File: config.mk
export PLATFORM = sky130hd
export DESIGN_NAME = fetch_queue_unit
export DESIGN_NICKNAME = d
export VERILOG_FILES = /design/src/rtl/fetch_queue_unit_pkg.sv /design/src/rtl/fetch_queue_unit_sync_fifo.sv /design/src/rtl/fetch_queue_unit.sv
export SDC_FILE = /design/constraint.sdc
export NUM_CORES = 1
export LEC_CHECK = 0
export ABC_CLOCK_PERIOD_IN_PS = 4100
export CORE_UTILIZATION = 46
export CTS_CLUSTER_DIAMETER = 40
export CTS_CLUSTER_SIZE = 25
export DETAILED_ROUTE_END_ITERATION = 8
export GPL_TIMING_DRIVEN = 0
export HOLD_SLACK_MARGIN = 0.08
export PLACE_DENSITY = 0.68
export SLEW_MARGIN = 15
export SYNTH_ARGS = -nofsm -noshare
export SYNTH_HDL_FRONTEND = slang
export SYNTH_SLANG_ARGS = --single-unit
export TNS_END_PERCENT = 100
File: constraint.sdc
create_clock -name clk -period 4.1 [get_ports clk]
set_input_delay 1.23 -clock clk [delete_from_list [all_inputs] [get_ports clk]]
set_output_delay 1.23 -clock clk [all_outputs]
set_load 0.01 [all_outputs]
File: src/rtl/fetch_queue_unit_pkg.sv
// Shared constants for the instruction-fetch front end.
// No logic; reset PC default, SRAM latency, PC step and the empty-slot instruction.
package fetch_queue_unit_pkg;

    localparam logic [31:0] RESET_PC_DEFAULT  = 32'h0;
    localparam int          IMEM_READ_LATENCY = 1;
    localparam int          PC_INCR           = 4;
    localparam logic [31:0] NOP_INSTR         = 32'h0;

endpackage

File: src/rtl/fetch_queue_unit_sync_fifo.sv
// Circular buffer with flush; head is combinational from the read pointer (0-cycle read).
// No internal backpressure: the owner must never push when full without popping in the same cycle.
module sync_fifo #(
    parameter int DATA_W = 64,
    parameter int DEPTH  = 4
) (
    input  logic                        clk,
    input  logic                        arst_n,
    input  logic                        push_i,
    input  logic                        pop_i,
    input  logic                        flush_i,
    input  logic [DATA_W-1:0]           wr_data_i,
    output logic [$clog2(DEPTH):0]      count_o,
    output logic [DATA_W-1:0]           head_o
);

    localparam int AW = $clog2(DEPTH);
    localparam int CW = AW + 1;

    logic [DATA_W-1:0] mem_q [DEPTH];
    logic [AW-1:0]     wr_ptr_q, wr_ptr_d;
    logic [AW-1:0]     rd_ptr_q, rd_ptr_d;
    logic [CW-1:0]     count_q, count_d;

    always_comb begin
        wr_ptr_d = wr_ptr_q;
        rd_ptr_d = rd_ptr_q;
        count_d  = count_q;
        if (flush_i) begin
            wr_ptr_d = '0;
            rd_ptr_d = '0;
            count_d  = '0;
        end else begin
            if (push_i) wr_ptr_d = wr_ptr_q + 1'b1;
            if (pop_i)  rd_ptr_d = rd_ptr_q + 1'b1;
            count_d = count_q + CW'(push_i) - CW'(pop_i);
        end
    end

    always_ff @(posedge clk or negedge arst_n) begin
        if (!arst_n) begin
            wr_ptr_q <= '0;
            rd_ptr_q <= '0;
            count_q  <= '0;
        end else begin
            wr_ptr_q <= wr_ptr_d;
            rd_ptr_q <= rd_ptr_d;
            count_q  <= count_d;
        end
    end

    // Storage needs no reset: count gates every read of it.
    always_ff @(posedge clk) begin
        if (push_i && !flush_i) mem_q[wr_ptr_q] <= wr_data_i;
    end

    assign count_o = count_q;
    assign head_o  = mem_q[rd_ptr_q];

endmodule

File: src/rtl/fetch_queue_unit.sv
// Fetch PC owner: issues SRAM reads, absorbs the 1-cycle read latency, queues {instr, pc+4} for decode.
// First word reaches id_valid 2 cycles after issue; issue stalls when queued + inflight words fill DEPTH.
module fetch_queue_unit
    import fetch_queue_unit_pkg::*;
#(
    parameter int               DATA_W   = 32,
    parameter int               DEPTH    = 4,
    parameter logic [DATA_W-1:0] RESET_PC = DATA_W'(RESET_PC_DEFAULT)
) (
    input  logic              clk,
    input  logic              arst_n,
    input  logic              enable,
    input  logic              redirect,
    input  logic [DATA_W-1:0] redirect_pc,
    output logic [DATA_W-1:0] imem_addr,
    output logic              imem_ren,
    input  logic [DATA_W-1:0] imem_rdata,
    output logic              id_valid,
    input  logic              id_ready,
    output logic [DATA_W-1:0] id_instruction,
    output logic [DATA_W-1:0] id_updated_pc
);

    localparam int CW = $clog2(DEPTH) + 1;

    logic [DATA_W-1:0]   fetch_pc_q, fetch_pc_d;
    logic                inflight_q, inflight_d;
    logic [DATA_W-1:0]   inflight_pc_q, inflight_pc_d;
    logic [CW-1:0]       count;
    logic [2*DATA_W-1:0] head;
    logic                redir_go;
    logic                issue;
    logic                push;
    logic                pop;

    // The inflight slot is reserved up front, so a push can never find the queue full.
    assign issue    = enable & ~redirect & ((count + CW'(inflight_q)) < CW'(DEPTH));
    assign redir_go = enable & redirect;
    assign push     = inflight_q & ~redir_go;
    assign pop      = enable & id_valid & id_ready;

    always_comb begin
        fetch_pc_d    = fetch_pc_q;
        inflight_d    = issue;
        inflight_pc_d = inflight_pc_q;
        if (redir_go) begin
            fetch_pc_d = redirect_pc & ~DATA_W'(3);
        end else if (issue) begin
            fetch_pc_d    = fetch_pc_q + DATA_W'(PC_INCR);
            inflight_pc_d = fetch_pc_q;
        end
    end

    always_ff @(posedge clk or negedge arst_n) begin
        if (!arst_n) begin
            fetch_pc_q    <= RESET_PC;
            inflight_q    <= 1'b0;
            inflight_pc_q <= '0;
        end else begin
            fetch_pc_q    <= fetch_pc_d;
            inflight_q    <= inflight_d;
            inflight_pc_q <= inflight_pc_d;
        end
    end

    sync_fifo #(
        .DATA_W (2 * DATA_W),
        .DEPTH  (DEPTH)
    ) u_fifo (
        .clk       (clk),
        .arst_n    (arst_n),
        .push_i    (push),
        .pop_i     (pop),
        .flush_i   (redir_go),
        .wr_data_i ({imem_rdata, inflight_pc_q + DATA_W'(PC_INCR)}),
        .count_o   (count),
        .head_o    (head)
    );

    // Gate with reset so the SRAM sees no request while the unit is held in reset.
    assign imem_ren       = issue & arst_n;
    assign imem_addr      = fetch_pc_q;
    assign id_valid       = (count != '0);
    assign id_instruction = id_valid ? head[2*DATA_W-1:DATA_W] : DATA_W'(NOP_INSTR);
    assign id_updated_pc  = id_valid ? head[DATA_W-1:0] : '0;

endmodule
### Word level (Yosys, flattened, before mapping)

Memory sizes are Yosys's and may differ from the RTL's.
Cells that the tools add are included.

| storage, ports and cells | value |
|---|---|
| register bits | 72 |
| RAM bits | 256 |
| input port bits | 69 |
| output and inout bits | 98 |
| word-level logic and storage cells | 42 |
| memories | 1 |

Memories:

| name | depth | width | read ports | clocked after Yosys merged registers in | wr ports | RTL line | source |
|---|---|---|---|---|---|---|---|
| u_fifo.mem_q | 4 | 64 | 1 | 0 | 1 | fetch_queue_unit_sync_fifo.sv:20 | `logic [DATA_W-1:0] mem_q [DEPTH];` |

| operators by class | value |
|---|---|
| $add $sub $neg | 7 |
| $lt $le $gt $ge | 1 |
| multiplexer cells | 11 |
| bitwise gates (word level) | 9 |
| reductions and logical operators | 7 |

Operators by type and width:

| operator | count |
|---|---|
| 32-bit two-way mux | 4 |
| 32-bit by 3-bit adder with 32-bit output, second input constant | 2 |
| 2-bit two-way mux | 4 |
| 1-bit bitwise AND | 7 |
| 3-bit by 1-bit adder with 3-bit output | 2 |
| 2-bit nonzero test | 3 |
| 2-bit by 1-bit adder with 2-bit output, second input constant | 2 |
| 3-bit less-than comparator, second input constant | 1 |
| 3-bit two-way mux | 1 |
| 3-bit nonzero test | 1 |
| 3-bit by 1-bit subtractor with 3-bit output | 1 |
| 1-bit two-way mux | 2 |
| 1-bit inverter | 2 |
| 2-bit AND reduction | 1 |
| 1-bit logical AND | 1 |
| 1-bit logical NOT | 1 |

### Longest topological paths before layout

Gate-level depths: netlist (run 1).

| depth | value |
|---|---|
| depth in word-level cells | 6 |
| gate-level depth with buffers | 11 |
| depth with buffers taken out | 10 |

### By module

Synthesis (run 1) repeated with hierarchy kept, for this count alone.

| second synthesis, totals | value |
|---|---|
| cells, all modules | 855 |
| area total of the unflattened synthesis | 13560.5 µm² |

By module, submodules not included:

| module | times used | cells an instance | area an instance (µm²) | sequential area each (µm²) |
|---|---|---|---|---|
| sync_fifo | 1 | 372 | 9688.0 | 7862.5 |
| fetch_queue_unit | 1 | 483 | 3872.5 | 1526.5 |

### Worst setup path before layout (run 1)

Ideal clock, no wire load.

| timing | value |
|---|---|
| kind | in2reg |
| start | input enable |
| end | memory u_fifo.mem_q[3][10] (enable) |
| library setup time | 427 ps |
| data arrival time | 3033 ps |
| slack | 640 ps |
| cell stages on the path | 3 |
| path buffers | 1 |
| cell sequence | nand2_1 > buf_6 > and3_1 |

| between the ends | value |
|---|---|
| longest elaborated chain between the ends | 6 |

RTL lines:

| element | RTL line | source |
|---|---|---|
| start: declaration | fetch_queue_unit.sv:12 | `input logic enable,` |
| 1-bit bitwise AND * | fetch_queue_unit.sv:38 | `assign redir_go = enable & redirect;` |
| 1-bit inverter (no source line) | -- |  |
| 1-bit bitwise AND | fetch_queue_unit.sv:39 | `assign push = inflight_q & ~redir_go;` |
| 1-bit logical AND * | fetch_queue_unit_sync_fifo.sv:54 | `if (push_i && !flush_i) mem_q[wr_ptr_q] <= wr_data_i;` |
| 1-bit two-way mux * | fetch_queue_unit_sync_fifo.sv:54 |  |
| 1-bit two-way mux (implied by the code) * | fetch_queue_unit_sync_fifo.sv:54 |  |
| end: declaration | fetch_queue_unit_sync_fifo.sv:20 |  |

Mark *: on every way between the ends. The rest lies on a longest branch, timed or not.

### Final worst setup path (run 1)

| timing | value |
|---|---|
| start | register u_fifo.rd_ptr_q[1] |
| end | output id_instruction[15] |

| between the ends | value |
|---|---|
| longest elaborated chain between the ends | 2 |

RTL lines:

| element | RTL line | source |
|---|---|---|
| start: declaration | fetch_queue_unit_sync_fifo.sv:22 | `logic [AW-1:0] rd_ptr_q, rd_ptr_d;` |
| start signal: assignment | fetch_queue_unit_sync_fifo.sv:47 | `rd_ptr_q <= rd_ptr_d;` |
| memory 4 x 64 bit | -- |  |
| 32-bit two-way mux | fetch_queue_unit.sv:84 | `assign id_instruction = id_valid ? head[2*DATA_W-1:DATA_W] : DATA_W'(NOP_INSTR);` |
| end: declaration | fetch_queue_unit.sv:20 | `output logic [DATA_W-1:0] id_instruction,` |

Every way passes these cells.

==> results of run 1 <==
[cells in the mapped netlist (2+ instances only)]
cell / number / share of area, %
buf_4: 4 / 0.23
dfrtp_1: 68 / 13
or3_1: 2 / 0.094
ha_1: 8 / 0.76
xor2_1: 16 / 1.1
xnor2_1: 25 / 1.7
o21a_1: 2 / 0.11
edfxtp_1: 248 / 56
buf_1: 4 / 0.11
and4_2: 3 / 0.23
and4_1: 6 / 0.40
nand3_1: 22 / 0.83
clkbuf_1: 27 / 0.76
buf_6: 3 / 0.25
nor3_1: 6 / 0.23
o211ai_1: 6 / 0.34
mux2i_1: 2 / 0.15
a221o_1: 3 / 0.23
mux4_2: 62 / 11
and2_1: 72 / 3.4
nor2_1: 23 / 0.65
nor4_1: 12 / 0.57
nand2_1: 130 / 3.7
and3_1: 13 / 0.61
nand4_1: 12 / 0.57
o21ai_0: 24 / 0.91
o311ai_0: 5 / 0.33
a21oi_1: 8 / 0.30
inv_1: 12 / 0.34
buf_2: 7 / 0.26
[logic make-up (layout without fill, tap and decap cells)]
kind of cell	after synthesis	after routing	synth area share, %
muxes	65	65	10.8
xor gates and xnor gates	41	41	2.71
DFF	316	316	69.1
adders and majority gates	9	9	0.907
buffers and inverters	58	289	2.01
and+or+nand+nor	307	307	11.7
AOI/OAI and AO/OA	57	57	2.77
other	1	4	0.0283
[power breakdown]
group	total [mW]	switching, mW	leakage [nW]	internal [mW]
Combinational	3.46	1.60	2.18	1.86
Sequential	4.39	0.358	3.11	4.04
Clock	3.34	1.43	0.632	1.91
Total	11.2	3.38	5.92	7.81
[area by class of cell]
cell class              count  area share (%)
plain buffers              42            1.27
clock buffers              38            5.67
clock inverters            31            2.02
inverters                  13           0.321
multi-input cells         483            23.1
flip-flops and latches    316            54.6
well taps                 378            2.82
repair buffers            165            10.2
[cells in the final DEF (no fill, tap or decap), types with 8 or more instances in the layout]
master and instances:
mux4_2 62, clkdlybuf4s50_1 157, clkbuf_16 38, nand3_1 22
inv_1 12, clkbuf_1 21, nand2_1 130, edfxtp_1 248
nand4_1 12, xor2_1 16, inv_6 12, and3_1 9
o21ai_0 24, a21oi_1 8, dfrtp_1 67, nor2_1 23
and2_1 72, xnor2_1 25, ha_1 8, nor4_1 12
[registers in the layout, summed over array words and instances (netlist names)]
signal,count
inflight_pc_q,30
u_fifo.mem_q,248
u_fifo.wr_ptr_q,2
imem_addr,30
u_fifo.rd_ptr_q,2
u_fifo.count_o,3
inflight_q,1
[worst max-delay path, delay by kind of cell (launching register included)]
kind,cells,cell delay [ns]
muxes,1,0.41
and+or+nand+nor,1,0.18
buffers and inverters,3,1.42
DFF,1,0.32
[worst max-delay path by stage]
stage                     cells past startpoint  slack [ns]                   to                from
final                                         5       0.002   id_instruction[15]  u_fifo.rd_ptr_q[1]
after global placement                        3       -2.04             imem_ren              arst_n
after floorplan                               3        0.64  u_fifo.mem_q[3][10]              enable
after global routing                          5       -0.16   id_instruction[18]  u_fifo.rd_ptr_q[1]
after CTS                                     5       -0.09    id_updated_pc[27]  u_fifo.rd_ptr_q[1]
after detailed placement                      7       -0.44             imem_ren              enable
[per-layer routing]
layer / wire (microns) / vias to the layer above
met5: 0 / -
met4: 368 / 0
met3: 2230 / 35
met2: 12900 / 326
met1: 12200 / 3906
li1: - / 3621
[stage by stage]
step                hold slack, ns  TNS, ns  setup WS (ns)  area, sq um
floorplan                    0.467        0          0.640        13300
global placement             0.504  -347.14          -2.04        15300
detailed placement           0.509   -0.444         -0.444        15500
CTS                          0.526    -1.47        -0.0891        16800
global route                 0.537    -2.56         -0.157        16800
finish                       0.520        0        0.00154        16800
[repair_timing]
| action | CTS | global route |
|---|---|---|
| pin swaps | 0 | 0 |
| buffers inserted | 0 | 0 |
| gates resized for setup | 10 | 4 |
| endpoints found under the setup margin | 60 | 30 |
==> flow_metrics.env, run 1 <==
export IMPL_start_kind="flip-flop"
export IMPL_crit_type="flip-flop to output pin"
export IMPL_ys_flop_type="edfxtp_1"
export IMPL_max_freq_mhz=244
export IMPL_grt_pass1_wl_mm=43.3
export IMPL_row_count=61
export IMPL_path_max_fanout=10
export IMPL_async_reset_ff_share_pct=21.5
export IMPL_num_vias=7888
export IMPL_routabilityCongestion=0.854
export IMPL_syn_avg_cell_area_sq_um=15.5
export IMPL_antenna_found_initial=0
export IMPL_core_area_sq_mm=0.0281
export IMPL_place_hpwl_mm=18.3
export IMPL_die_h_microns=172
export IMPL_post_place_cells=1400
export IMPL_rr_worst_depth=10
export IMPL_required_ns=2.87
export IMPL_fin_crit_ns=4.10
export IMPL_hold_violations=0
export IMPL_reg2reg_from="u_fifo.count_o[1]"
export IMPL_yosysWarnings=0
export IMPL_yosysUniqueCellTypes=49
export IMPL_power_leakage_nw=5.92
export IMPL_grt_pass1_vias=7815
export IMPL_fillers=2224
export IMPL_track_usage_pct=19.4
export IMPL_placement_io_buffers=160
export IMPL_top_usage_layer="met2"
export IMPL_wl_per_cell_microns=18.9
export IMPL_start_util_pct=47.2
export IMPL_slew_headroom_pct=34.4
export IMPL_antennaDiodeCount=0
export IMPL_syn_inst=854
export IMPL_slew_viol_final=0
export IMPL_total_power_mw=11.2
export IMPL_vias_per_cell=5.38
export IMPL_syn_cell_area_sq_mm=0.0132
export IMPL_cap_violations=0
export IMPL_finalNonFillerCells=1466
export IMPL_grtUsageMet1_pct=27.9
export IMPL_crit_path_top_delay_cell="buf_1"
export IMPL_cts_root_buf="clkbuf_16"
export IMPL_cts_tree="done"
export IMPL_drc=0
export IMPL_min_from="inflight_pc_q[23]"
export IMPL_cts_hold_buf=0
export IMPL_final_seq_area_sq_mm=0.00915
export IMPL_synth_edf_count=248
export IMPL_io_pins=167
export IMPL_ant_nets=0
export IMPL_power_density_mw_per_mm2=668
export IMPL_seq_area_frac_synth_pct=69.1
export IMPL_die_w_microns=172
export IMPL_min_path_cells=2
export IMPL_met2_usage_pct=30.5
export IMPL_clock_path_buffers=3
export IMPL_cp_arrival_ns=2.87
export IMPL_cts_buffers=38
export IMPL_overflow=0
export IMPL_fin_skew_ns=0.0197
export IMPL_finish_utilization_pct=59.7
export IMPL_setup_viol=0
export IMPL_drt_initial_drc_count=597
export IMPL_final_nets=1137
export IMPL_cts_sinks=316
export IMPL_ys_seq_elements=316
export IMPL_rr_endpoint="u_fifo.count_o[2]"
export IMPL_insertion_delay_ns=0.52
export IMPL_multi_input_area_sq_mm=0.00387
export IMPL_cp_end_kind="output pin"
export IMPL_hold_path_class="flip-flop to flip-flop"
export IMPL_grtUsageMet3_pct=3.68
export IMPL_drt_pass1_iter_count=5
export IMPL_tightestPinTransition_ns=0.975
export IMPL_clk_pin_slew_ns=0.07
export IMPL_holdPathEnd="inflight_pc_q[23]"
export IMPL_vdd_drop_max_mv=0.289
export IMPL_status="finished, final reports clean"
export IMPL_syn2layout_area_growth_pct=26.5
export IMPL_cp_cell_sequence="clkbuf_1 > buf_1 > mux4_2 > and2_1 > clkdlybuf4s50_1"
export IMPL_grt_max_degree=45
export IMPL_finalCritPeriodShare_pct=100
export IMPL_drt_total_wl_mm=27.7
export IMPL_cp_slowest_stage_delay_ns=0.56
export IMPL_r2r_setup_slack_ns=1.30
export IMPL_dieArea_sq_mm=0.0295
export IMPL_drive_above_1_share_pct=15.4
export IMPL_htree_num_levels=2
export IMPL_rsz0062_at_grt="yes"
Note: power is estimated with default switching activity, not from simulation.
==> run 2, diff against run 1 <==
--- a/config.mk
+++ b/config.mk
@@ -6,15 +6,14 @@
 export NUM_CORES = 1
 export LEC_CHECK = 0
 export ABC_CLOCK_PERIOD_IN_PS = 4100
-export CORE_UTILIZATION = 46
+export CORE_UTILIZATION = 60
 export CTS_CLUSTER_DIAMETER = 40
 export CTS_CLUSTER_SIZE = 25
 export DETAILED_ROUTE_END_ITERATION = 8
 export GPL_TIMING_DRIVEN = 0
 export HOLD_SLACK_MARGIN = 0.08
-export PLACE_DENSITY = 0.68
+export PLACE_DENSITY = 0.85
 export SLEW_MARGIN = 15
 export SYNTH_ARGS = -nofsm -noshare
 export SYNTH_HDL_FRONTEND = slang
 export SYNTH_SLANG_ARGS = --single-unit
-export TNS_END_PERCENT = 100
==> run 2 against run 1 <==
Power up 0.87%. Fmax rose by 0.93%. Clock skew grew 0.0040 ns. Core utilization up 17 points. Worst setup slack gained 0.038 ns. Critical path type is now primary input to output pin. Critical endpoint is now imem_ren.
==> flow_metrics.env, run 2 (synthesized netlist as in run 1, its figures left out) <==
export IMPL_largest_register_ff_count=248
export IMPL_clock_path_buffers=3
export IMPL_drc=0
export IMPL_required_ns=2.87
export IMPL_finalNonFillerCells=1366
export IMPL_row_count=54
export IMPL_dpl_worst_slack_ns=-0.440
export IMPL_track_usage_pct=27.6
export IMPL_syn2layout_area_growth_pct=25.4
export IMPL_grt_max_degree=44
export IMPL_io_pins=167
export IMPL_slew_viol_final=0
export IMPL_cts_sinks=316
export IMPL_power_density_mw_per_mm2=679
export IMPL_power_leakage_nw=5.91
export IMPL_vdd_drop_max_mv=0.379
export IMPL_cp_arrival_ns=2.83
export IMPL_tightestPinTransition_ns=1.12
export IMPL_die_w_microns=151
export IMPL_fin_crit_ns=4.06
export IMPL_largest_register="u_fifo.mem_q"
export IMPL_grt_pass1_wl_mm=46.2
export IMPL_core_area_sq_mm=0.0218
export IMPL_placement_io_buffers=160
export IMPL_die_h_microns=151
export IMPL_drt_pass1_iter_count=5
export IMPL_cp_end_kind="output pin"
export IMPL_drt_initial_drc_count=573
export IMPL_slew_headroom_pct=24.8
export IMPL_hold_path_class="flip-flop to flip-flop"
export IMPL_fin_skew_ns=0.0237
export IMPL_path_max_fanout=18
export IMPL_htree_num_levels=2
export IMPL_post_place_cells=1302
export IMPL_internal_power_mw=7.79
export IMPL_max_freq_mhz=246
export IMPL_layout_commonest_cell="edfxtp_1"
export IMPL_start_util_pct=60.9
export IMPL_seq_power_share_pct=39.2
export IMPL_finish_utilization_pct=76.4
export IMPL_crit_type="primary input to output pin"
export IMPL_grt_pass1_vias=8214
export IMPL_hold_violations=0
export IMPL_place_hpwl_mm=18.5
export IMPL_drt_total_wl_mm=30.1
export IMPL_power_share_switching_pct=31.0
export IMPL_cts_buffers=37
export IMPL_status="finished, final reports clean"
export IMPL_whs_ns=0.526
export IMPL_cts_root_buf="clkbuf_16"
export IMPL_antenna_found_initial=0
export IMPL_rsz0062_at_grt="no"
export IMPL_cap_violations=0
export IMPL_final_nets=1135
export IMPL_setup_ws_ns=0.0392
export IMPL_final_cell_mix="edfxtp_1, clkdlybuf4s50_1, nand2_1"
export IMPL_fillers=1206
export IMPL_dieArea_sq_mm=0.0227
export IMPL_num_vias=8170
export IMPL_post_cts_buffers=0
export IMPL_antennaDiodeCount=0
export IMPL_drive_above_1_share_pct=15.6
export IMPL_power_switching_mw=3.50
export IMPL_clk_pin_slew_ns=0.06
export IMPL_ant_nets=0
export IMPL_cts_tree="done"
export IMPL_overflow=0
export IMPL_wl_per_cell_microns=22.0
export IMPL_routabilityCongestion=0.889
export IMPL_fin_setup_tns_ns=0
export IMPL_pwr_share_clk_pct=29.5
export IMPL_start_kind="primary input"
export IMPL_finalCritPeriodShare_pct=99.0
export IMPL_setup_viol=0
export IMPL_comb_power_share_pct=31.3
export IMPL_insertion_delay_ns=0.52
export IMPL_cts_hold_buf=0
export IMPL_vias_per_cell=5.98
==> run 2: layer usage <==
metal	wire length [microns]	GRT usage, %	up-vias	part of all wire, %
met5	0	0	-	0
met4	578	8.45	0	1.9
met3	2690	5.55	43	8.9
met2	15300	46.8	430	51
met1	11500	36.2	4069	38
li1	-	-	3628	-
==> run 2: repair_timing <==
action | 4_1_cts | 5_1_grt
setup endpoints to repair | 60 | 2
resized for setup | 12 | 1
pin swaps | 1 | 0
==> run 2: path summary, 6_finish.rpt <==
kind / slack (ns) / start / endpoint / depth (start not counted)
worst max-delay path: 0.04 / enable / imem_ren / 6
min in group asynchronous: 0.62 / arst_n / inflight_pc_q[25] / 1
worst min-delay path: 0.53 / inflight_pc_q[8] / inflight_pc_q[8] / 2
max in group asynchronous: 2.90 / arst_n / inflight_pc_q[2] / 2
worst min register to register: 0.53 / inflight_pc_q[8] / inflight_pc_q[8] / 2
worst max register to register: 1.17 / inflight_pc_q[4] / u_fifo.mem_q[0][23] / 6
==> run 2: metrics by stage <==
| stage | cell area [sq um] | power, mW |
|---|---|---|
| after floorplan | 13300 | 6.33 |
| after global placement | 15200 | 7.82 |
| after detailed placement | 15300 | 7.95 |
| after CTS | 16600 | 11.3 |
| after global routing | 16600 | 11.8 |
| final | 16600 | 11.3 |
==> run 2: area by class of cell <==
cell class                 count  area, sq um  area share (%)
sequential                   316         9150            55.1
multi-input combinational    483         3870            23.3
timing repair buffer         165         1700            10.2
clock buffer                  39          976            5.87
tap                          280          350            2.11
clock inverter                29          310            1.87
buffer                        41          206            1.24
inverter                      13         56.3           0.339
==> run 2: power by group through the flow <==
| stage | sequential, mW | clock (mW) | combinational, mW |
|---|---|---|---|
| 2_1_floorplan | 4.36 | 0 | 1.97 |
| 3_3_place_gp | 4.42 | 0 | 3.41 |
| 3_5_place_dp | 4.43 | 0 | 3.53 |
| 4_1_cts | 4.41 | 3.36 | 3.58 |
| 5_1_grt | 4.48 | 3.49 | 3.83 |
| 6_report | 4.43 | 3.33 | 3.53 |
==> run 2: worst max-delay path, cell delays in order <==
cell	delay (ns)
clkdlybuf4s15_1	0.31
inv_1	0.10
a211o_4	0.37
inv_8	0.13
and2_1	0.15
clkdlybuf4s50_1	0.53
